==> config.mk <==
export PLATFORM = sky130hd
export DESIGN_NAME = dmem_bridge
export DESIGN_NICKNAME = d
export VERILOG_FILES = /design/src/rtl/dmem_bridge.sv
export SDC_FILE = /design/constraint.sdc
export NUM_CORES = 1
export LEC_CHECK = 0
export ABC_CLOCK_PERIOD_IN_PS = 2200
export BUFFER_PORTS_ARGS = -buffer_cell sky130_fd_sc_hd__buf_2
export CAP_MARGIN = 0
export CORE_MARGIN = 10
export CORE_UTILIZATION = 30
export DETAILED_ROUTE_END_ITERATION = 12
export HOLD_SLACK_MARGIN = 0.05
export PLACE_DENSITY = 0.58
export RECOVER_POWER = 25
export SLEW_MARGIN = 10
export SYNTH_ARGS = -nofsm -noshare
export SYNTH_HDL_FRONTEND = slang
export SYNTH_SLANG_ARGS = --single-unit
export TNS_END_PERCENT = 100
==> constraint.sdc <==
create_clock -name CLK -period 2.2 [get_ports CLK]
set_input_delay 0.22 -clock CLK [delete_from_list [all_inputs] [get_ports CLK]]
set_output_delay 0.22 -clock CLK [all_outputs]
set_load 0.05 [all_outputs]
==> src/rtl/dmem_bridge.sv <==
// dmem_bridge: CortexM0 data port to synchronous SRAM port 2 bridge with alignment, byte enables and fault detection
module dmem_bridge #(
  parameter int AW = 12
) (
  input  logic          CLK,
  input  logic          RESET_N,
  input  logic          DREQ,
  input  logic [31:0]   DADDR,
  input  logic          DRW,
  input  logic [1:0]    DSIZE,
  input  logic          DSIGNED,
  input  logic [31:0]   DOUT,
  output logic [31:0]   DIN,
  output logic          DREADY,
  output logic          DERR,
  output logic          CSN,
  output logic [AW-1:0] ADDR,
  output logic          WE,
  output logic [3:0]    BE,
  output logic [31:0]   DI,
  input  logic [31:0]   DO
);
  typedef enum logic [1:0] {IDLE, ACCESS, RDATA} state_t;
  state_t      state;
  logic [1:0]  a_q, size_q;
  logic        sgn_q, rd_q, fault;
  logic [3:0]  be_w;
  logic [31:0] di_w;
  logic [7:0]  lane;
  logic [15:0] half;
  // Request decode on the live inputs so the strobes can be registered at the capture edge;
  // DIN is steered straight from the SRAM output register during RDATA to keep the 2-cycle read latency
  always_comb begin
    fault = (DSIZE == 2'b11) | (DSIZE == 2'b01 & DADDR[0]) | (DSIZE == 2'b10 & |DADDR[1:0]) | (|DADDR[31:AW+2]);
    be_w  = DSIZE == 2'b00 ? 4'b0001 << DADDR[1:0] : DSIZE == 2'b01 ? (DADDR[1] ? 4'b1100 : 4'b0011) : 4'b1111;
    di_w  = DSIZE == 2'b00 ? {4{DOUT[7:0]}} : DSIZE == 2'b01 ? {2{DOUT[15:0]}} : DOUT;
    lane  = DO[{a_q, 3'b000} +: 8];
    half  = a_q[1] ? DO[31:16] : DO[15:0];
    DIN   = state != RDATA ? 32'h0 :
            size_q == 2'b00 ? {{24{sgn_q & lane[7]}}, lane} :
            size_q == 2'b01 ? {{16{sgn_q & half[15]}}, half} : DO;
  end
  // Request FSM with registered SRAM strobes and completion pulses
  always_ff @(posedge CLK or negedge RESET_N) begin
    if (!RESET_N) begin
      state  <= IDLE;
      a_q    <= '0;
      size_q <= '0;
      sgn_q  <= 1'b0;
      rd_q   <= 1'b0;
      CSN    <= 1'b1;
      WE     <= 1'b0;
      BE     <= '0;
      ADDR   <= '0;
      DI     <= '0;
      DREADY <= 1'b0;
      DERR   <= 1'b0;
    end else begin
      case (state)
        IDLE: if (DREQ) begin
          state  <= ACCESS;
          a_q    <= DADDR[1:0];
          size_q <= DSIZE;
          sgn_q  <= DSIGNED;
          rd_q   <= !DRW && !fault;
          CSN    <= fault;
          WE     <= DRW && !fault;
          BE     <= fault ? 4'b0000 : DRW ? be_w : 4'b1111;
          ADDR   <= DADDR[AW+1:2];
          DI     <= DRW && !fault ? di_w : DI;
          DREADY <= DRW || fault;
          DERR   <= fault;
        end
        ACCESS: begin
          state  <= rd_q ? RDATA : IDLE;
          CSN    <= 1'b1;
          WE     <= 1'b0;
          BE     <= '0;
          DREADY <= rd_q;
          DERR   <= 1'b0;
        end
        default: begin
          state  <= IDLE;
          DREADY <= 1'b0;
        end
      endcase
    end
  end
endmodule

==> results.cfg, run 1 <==
[run_status]
outcome = finished clean

[yosys]
synth_fp_nets = 418
synth-async-reset-ratio_pct = 100.0
yosys.area.top_type_share_pct = 42.49
avgSynthCellArea_um2 = 11.03
seq_area_frac_synth_pct = 43.25
yosys_warnings = 0
synth_edf_count = 0
synth_cell_types = 38
synth-main-ff-cell = dfrtp_1
synth_common_cells = mux2_2 (63), dfrtp_1 (59), nand2_1 (43)
yosysMostFrequentCell = mux2_2
yosys.area.top_type = dfrtp_1
syn-cell-area_um2 = 3475
synthTopCellsByArea = dfrtp_1 (42%), mux2_2 (20%), mux4_2 (5.2%)
syn_inst = 315
synth_seq_cells = 60

[final_layout]
multi_input_area_um2 = 1944
utilization_pct = 45.60
area_growth_pct = 49.23
drive_above_1_share_pct = 61.52
instances_no_fill = 655
seqCellArea_um2 = 1505
nets = 612
diodes = 0
fill_cells = 1079

[place]
dp_cells = 639
port_buffers = 186
place.gp.congestion = 0.8926
dpl.hpwl_mm = 9.506

[power_and_ir_drop]
p_per_area_nw_per_um2 = 630.9
p_total_mw = 3.271
ir_worst_vdd_mv = 0.4332
p_leak_nw = 2.743

[run]
maxCapViolCount = 0

[worst_setup_path]
critical_path.startpoint_type = flop
critPathKind = reg2out
end_kind = output pin
cp_max_fo = 16
required_ns = 1.98
arrival_ns = 1.98

[floorplan]
die_area_um2 = 16290
die_h_um = 127.6
die_w_um = 127.6
io_pins = 187
rows = 39
core_um2 = 11370
start_util_pct = 30.56

[drt]
routedWlPerCell_um = 18.45
drt-pass1-iter-count = 4
vias_per_cell = 5.076
ant_nets = 0
drt_wl_total_mm = 12.08
drt_iter0_markers = 116
drc_errors = 0
vias = 3325

[grt]
grt_pass1_vias = 3699
track_usage_pct = 14.63
grt_pass1_wl_mm = 19.24
use_met3_pct = 8.478
busiest_layer = met2
use_met1_pct = 15.52
use_met2_pct = 23.90
antenna_found_initial = 1
overflow = 0
grt_max_degree = 34

[clocking]
cts-root-buf = clkbuf_16
path_clk_slew_ns = 0.05
cts-buffers-inserted = 9
clk_latency_ns = 0.32
cts.sinks = 60
htree_levels = 3
cts_tree = done
ctsLongestPathBuffers = 2

[sta]
fin_skew_ns = 0.004737
hold_viol = 0
max_slew_margin_pct = 45.53
tightest_slew_ns = 0.8171
min_period_ns = 2.198
worst_hold_slack_ns = 0.1286
rsz0062_at_grt = true
setup_viol = 0
fmax_mhz = 455.0
maxSlewViolCount = 0
period_share_pct = 99.90

[min_path]
hp-class = in2reg
## stage by stage
step | setup slack [ns] | setup TNS [ns] | cell area (um2)
final | 0.002202 | 0 | 5185
after global routing | -0.1064 | -1.915 | 5185
after CTS | -0.04856 | -0.7409 | 5151
after detailed placement | 0.02499 | 0 | 4693
after global placement | 0.1004 | 0 | 4693
after floorplan | -0.3292 | -1.796 | 3548
## where the power goes
group          internal [mW]  switching (mW)  total [mW]
sequential              1.16          0.0373        1.20
combinational          0.285           0.415       0.700
clock                  0.922           0.454        1.38
total                   2.36           0.906        3.27
## flip-flops by register name, summed over array words and instances (netlist names)
| name | count |
|---|---|
| DI | 32 |
| ADDR | 12 |
| BE | 4 |
| a_q | 2 |
| size_q | 2 |
| state | 2 |
| CSN | 1 |
| DERR | 1 |
| DREADY | 1 |
| WE | 1 |
| rd_q | 1 |
| sgn_q | 1 |
## final cells by class
cell class	count	share of cell area, %
Multi-Input combinational cell	226	37.50
Sequential cell	60	29.03
Timing Repair Buffer	207	24.03
Clock buffer	12	4.947
Tap cell	143	3.451
Clock inverter	2	0.6757
Inverter	5	0.3620
## cell families after synthesis
| kind of cell | count (synthesis) | synth area share [%] |
|---|---|---|
| DFF | 60 | 43.25 |
| muxes | 81 | 28.52 |
| and+or+nand+nor | 81 | 11.31 |
| buffers and inverters | 29 | 4.177 |
| AOI/OAI and AO/OA | 64 | 12.75 |
## cell usage in the layout, fill, tap and decap left out, types with 2 or more instances in the layout
cell type  synthesis  routed
a311oi_2           0       5
mux2_2            63      63
inv_1              5       4
buf_12             0       2
dfrtp_2            0       2
mux4_2             8       8
o21ai_0           17      17
a31oi_2            0       6
clkbuf_8           0       2
clkbuf_16          0       9
o41ai_1            5       5
dfrtp_1           59      57
nor2_1            17      16
clkbuf_1          13       3
nand2_1           43      42
a311oi_1           8       3
nor3_1             2       2
nand2b_1           4       4
mux2i_1            9       8
or2_4              0       2
clkbuf_2           0       2
nor4_1             4       4
buf_6              3      18
buf_2              5     156
a21o_1            17      17
buf_4              2      26
a21oi_1            4       4
## repair_timing
action	CTS	global route
setup endpoints to repair	29	32
setup buffers	1	1
hold endpoints to repair	13	0
pin swaps	1	1
resized for setup	46	13
hold buffers	1	0
## per-layer routing
metal | routed length, um | vias to the layer above
met1 | 4649 | 1594
met3 | 1613 | 16
li1 | - | 1549
met5 | 7 | -
met2 | 5630 | 164
met4 | 183 | 2
## final timing paths
check	startpoint	to	slack (ns)	cells after the start
min	DADDR[4]	ADDR[2]	0.13	2
max reg2reg	state[1]	DI[14]	0.30	6
min in group asynchronous	RESET_N	ADDR[9]	0.51	2
max in group asynchronous	RESET_N	ADDR[1]	0.51	3
min reg2reg	WE	WE	0.49	1
max	a_q[0]	DIN[26]	0.002	6
## worst max-delay path: stages (launching register included)
cell and delay [ns]:
dfrtp_1 0.36, mux4_2 0.56, mux2i_4 0.18, nor4b_4 0.07, buf_12 0.15, a21o_1 0.17
buf_6 0.15
(Power assumes the default switching activity.)
==> run 2: changes to the inputs <==
Settings changed: BUFFER_PORTS_ARGS -buffer_cell sky130_fd_sc_hd__buf_2 to -buffer_cell sky130_fd_sc_hd__buf_4.
==> results.cfg, run 2 (synthesis results as in run 1) <==
[run_status]
outcome = complete, but fails checks
violations = max-capacitance violations, max-slew violations

[final_layout]
drive_above_1_share_pct = 54.79
largest_reg_flops = 32
diodes = 0
nets = 609
design_area_um2 = 5479
final_cell_mix = buf_4 (146), mux2_2 (63), dfrtp_1 (56)
fill_cells = 1100
final_common_cell = buf_4
largest_register = DI
reg_top3 = DI (32), ADDR (12), BE (4)
area_growth_pct = 57.69
instances_no_fill = 654

[floorplan]
core_um2 = 11370
start_util_pct = 30.56
io_pins = 187
rows = 39
die_area_um2 = 16290
die_w_um = 127.6
die_h_um = 127.6

[clocking]
clk_latency_ns = 0.33
cts-buffers-inserted = 9
cts.sinks = 60
cts_tree = done
ctsLongestPathBuffers = 2
cts-root-buf = clkbuf_16
htree_levels = 3
path_clk_slew_ns = 0.05

[worst_setup_path]
cp_max_fo = 16
critical_path.startpoint_type = flop
required_ns = 1.98
end_kind = output pin
critPathKind = reg2out
arrival_ns = 1.96
worst_r2r_path_depth = 6

[grt]
grt_max_degree = 61
grt_pass1_wl_mm = 19.76
track_usage_pct = 15.01
antenna_found_initial = 0
overflow = 0
grt_pass1_vias = 3667

[power_and_ir_drop]
p_leak_nw = 2.703
p_per_area_nw_per_um2 = 651.5
ir_worst_vdd_mv = 0.4711

[sta]
tns_ns = 0
fmax_mhz = 458.0
hold_viol = 0
fin_skew_ns = 0.003399
max_slew_margin_pct = -1.630
min_period_ns = 2.183
tightest_slew_ns = 1.524
period_share_pct = 99.24
setup_viol = 0
worst_hold_slack_ns = 0.1246
setup_slack_ns = 0.01665
maxSlewViolCount = 61
rsz0062_at_grt = true

[min_path]
hp-class = in2reg
worstHoldPathCells = 2

[drt]
drt_wl_total_mm = 12.41
drt-pass1-iter-count = 4
vias_per_cell = 5.038
ant_nets = 0
routedWlPerCell_um = 18.98
drt_iter0_markers = 106
drc_errors = 0
vias = 3295

[place]
place.gp.congestion = 0.7982
dp_cells = 636
dpl-instance-area_um2 = 5136
post-place-ws_ns = 0.07941
dpl.hpwl_mm = 9.794
port_buffers = 186

[run]
maxCapViolCount = 1
[run 2: changes by cell type in the layout (fill, tap and decap cells not counted), sizes merged]
cell / change
buf: -37
clkbuf: +32
bufinv: +2
clkinv: +1
clkinvlp: +1
[run 2: power breakdown]
group / leakage (nW) / total (mW) / switching, mW / internal, mW
sequential: 0.788 / 1.20 / 0.0396 / 1.16
combinational: 1.75 / 0.737 / 0.413 / 0.324
clock: 0.169 / 1.64 / 0.500 / 1.14
total: 2.70 / 3.57 / 0.952 / 2.62
[run 2: what timing repair did]
| action | 4_1_cts | 5_1_grt |
|---|---|---|
| gates cloned | 0 | 0 |
| endpoints found under the hold margin | 59 | 0 |
| pin swaps | 1 | 1 |
| resized for setup | 22 | 7 |
| setup buffers | 1 | 1 |
| setup endpoints to repair | 32 | 32 |
| hold buffers | 1 | 0 |
[run 2: metal layers]
layer,share of wire [%],track usage (%)
met1,39,16.63
met4,1.5,4.967
met5,0,0
met2,47,24.27
met3,12,7.940
[run 2: metrics by stage]
step                utilization, %  power (mW)
floorplan                        -       1.631
global placement             45.17       1.957
detailed placement           45.17       1.970
CTS                          49.26       3.644
global route                 48.19       3.726
finish                       48.19       3.569
[run 2: area by class of cell]
cell class / instances / area, um2 / share of cell area [%]
inverter: 5 / 18.77 / 0.3425
clock inverter: 6 / 111.4 / 2.032
clock buffer: 10 / 239.0 / 4.362
sequential: 60 / 1506 / 27.49
multi-input combinational: 226 / 1943 / 35.46
tap: 143 / 178.9 / 3.266
timing repair buffer: 204 / 1481 / 27.04
[run 2: final timing paths]
kind                          start         to  slack, ns
min                        DADDR[3]    ADDR[1]       0.12
min reg2reg                  DI[28]     DI[28]       0.49
min in group asynchronous   RESET_N      DI[4]       0.80
max                          a_q[0]    DIN[23]       0.02
max in group asynchronous   RESET_N  size_q[1]       0.37
max reg2reg                state[1]      DI[5]       0.38
[run 2: critical path, stage by stage (launching register included)]
cell and delay [ns]:
dfrtp_1 0.36, mux4_2 0.56, mux2i_4 0.18, nor4b_4 0.07, buf_12 0.15, a21o_1 0.16, buf_6 0.15
==> run 3: changes to the inputs <==
Settings changed: ABC_AREA set to 1.
==> results.cfg, run 3 <==
[clocking]
cts-root-buf = clkbuf_16
clk_latency_ns = 0.33
cts.sinks = 60
cts_tree = done
htree_levels = 3
path_clk_slew_ns = 0.05
cts-buffers-inserted = 9
ctsLongestPathBuffers = 2

[final_layout]
nets = 770
drive_above_1_share_pct = 32.59
diodes = 0
reg_top3 = DI (32), ADDR (12), BE (4)
area_growth_pct = 48.04
final_common_cell = buf_4
largest_reg_flops = 32
final_cell_mix = buf_4 (148), nand2_1 (137), dfrtp_1 (57)
instances_no_fill = 815
utilization_pct = 45.87
largest_register = DI

[min_path]
hp-class = in2reg

[sta]
fin_skew_ns = 0.004595
period_share_pct = 98.64
fmax_mhz = 460.8
maxSlewViolCount = 0
tightest_slew_ns = 1.488
rsz0062_at_grt = true
hold_viol = 0
min_period_ns = 2.170
max_slew_margin_pct = 0.7802
worst_hold_slack_ns = 0.08102
setup_viol = 0

[worst_setup_path]
required_ns = 1.98
critPathSlowestCell = dfrtp_1
critPathKind = reg2out
end_kind = output pin
cp_max_fo = 29
critical_path.startpoint_type = flop
reg2reg_setup_slack_ns = 0.56
cp_cell_sequence = inv_1 > nor2_2 > buf_6 > nand2_1 > buf_6 > nand2_1 > o21ai_0 > a21oi_1 > buf_4
max_stage_delay_ns = 0.40
arrival_ns = 1.95

[yosys]
syn-cell-area_um2 = 3583
synth_common_cells = nand2_1 (138), dfrtp_1 (59), a21oi_1 (48), o21ai_0 (46), inv_1 (41)
yosysMostFrequentCell = nand2_1
synth_fp_nets = 586
synth_seq_cells = 60
seq_area_frac_synth_pct = 41.93
yosys_warnings = 0
synthTopCellsByArea = dfrtp_1 (41%), nand2_1 (14%), a21oi_1 (6.7%)
yosys.area.top_type_share_pct = 41.20
avgSynthCellArea_um2 = 7.419
synth_cell_types = 26
synth-async-reset-ratio_pct = 100.0
yosys.area.top_type = dfrtp_1
synth_edf_count = 0
synth-main-ff-cell = dfrtp_1
syn_inst = 483

[floorplan]
die_w_um = 129.3
start_util_pct = 30.99
die_area_um2 = 16720
rows = 39
die_h_um = 129.3
core_um2 = 11560
io_pins = 187

[drt]
top_layer_used = met4
drt_wl_total_mm = 13.62
vias_per_cell = 4.901
ant_nets = 0
drt_iter0_markers = 387
route.met3.wl_mm = 1.629
wl_met2_mm = 6.210
routedWlPerCell_um = 16.72
drt-met1-wl_mm = 5.556
drt-pass1-iter-count = 5
drc_errors = 0
vias = 3994

[grt]
grt_pass1_vias = 4024
grt_pass1_wl_mm = 21.39
track_usage_pct = 15.94
antenna_found_initial = 0
overflow = 0
grt_max_degree = 66

[run_status]
violations = max-capacitance violations
outcome = complete, but fails checks

[place]
place.gp.congestion = 0.8671
dp_cells = 794
dpl.hpwl_mm = 10.46
port_buffers = 186

[power_and_ir_drop]
ir_worst_vdd_mv = 0.4286
p_per_area_nw_per_um2 = 632.6
p_leak_nw = 2.669

[run]
maxCapViolCount = 1
[run 3: cells by family after synthesis]
| kind of cell | synth area share [%] |
|---|---|
| multiplexers | 0.2793 |
| flip-flops | 41.93 |
| AND/OR/NAND/NOR | 20.04 |
| AO/OA/AOI/OAI | 28.14 |
| buffers and inverters | 9.602 |
[run 3: per-stage QoR]
stage	TNS [ns]	setup WS (ns)	power [mW]	cell area (um2)
after floorplan	0	0.06524	1.737	3583
after global placement	0	0.3530	2.076	5082
after detailed placement	0	0.2865	2.088	5082
after CTS	-0.04104	-0.01228	3.376	5371
after global routing	-0.6989	-0.07960	3.553	5305
final	0	0.02990	3.356	5305
[run 3: power breakdown]
group,switching (mW),internal [mW]
registers,0.0436,1.16
logic,0.559,0.322
clock network,0.493,0.778
[run 3: layout make-up]
| cell class | instances | area [um2] |
|---|---|---|
| Clock buffer | 10 | 239.0 |
| Inverter | 44 | 168.9 |
| Fill cell | 1211 | 6260 |
| Sequential cell | 60 | 1505 |
| Multi-Input combinational cell | 349 | 1762 |
| Tap cell | 143 | 178.9 |
| Timing Repair inverter | 1 | 7.507 |
| Timing Repair Buffer | 202 | 1414 |
| Clock inverter | 6 | 30.03 |
[run 3: per-layer routing]
metal,vias up,track usage [%]
met3,17,7.830
li1,1976,-
met2,182,25.45
met1,1819,18.36
met4,0,5.217
met5,-,0
[run 3: worst paths after layout]
check,startpoint,end,cells after the start
worst min-delay path,DADDR[10],ADDR[8],3
worst max-delay path,size_q[0],DIN[0],9
max in group asynchronous,RESET_N,a_q[1],2
worst min register to register,ADDR[10],ADDR[10],2
min in group asynchronous,RESET_N,DI[12],2
worst max register to register,state[0],DI[13],7
[run 3: worst max-delay path, delay by kind of cell (launching register included)]
kind / cells / cell delay (ns)
AO/OA/AOI/OAI: 2 / 0.28
buffers and inverters: 4 / 0.66
flip-flops: 1 / 0.40
AND/OR/NAND/NOR: 3 / 0.27
[run 3: what timing repair did]
item | 4_1_cts | 5_1_grt
hold endpoints to repair | 59 | 0
gates resized for setup | 3 | 25
gates cloned | 0 | 2
setup buffers | 0 | 2
hold buffers | 1 | 0
pin swaps | 2 | 10
endpoints found under the setup margin | 18 | 32
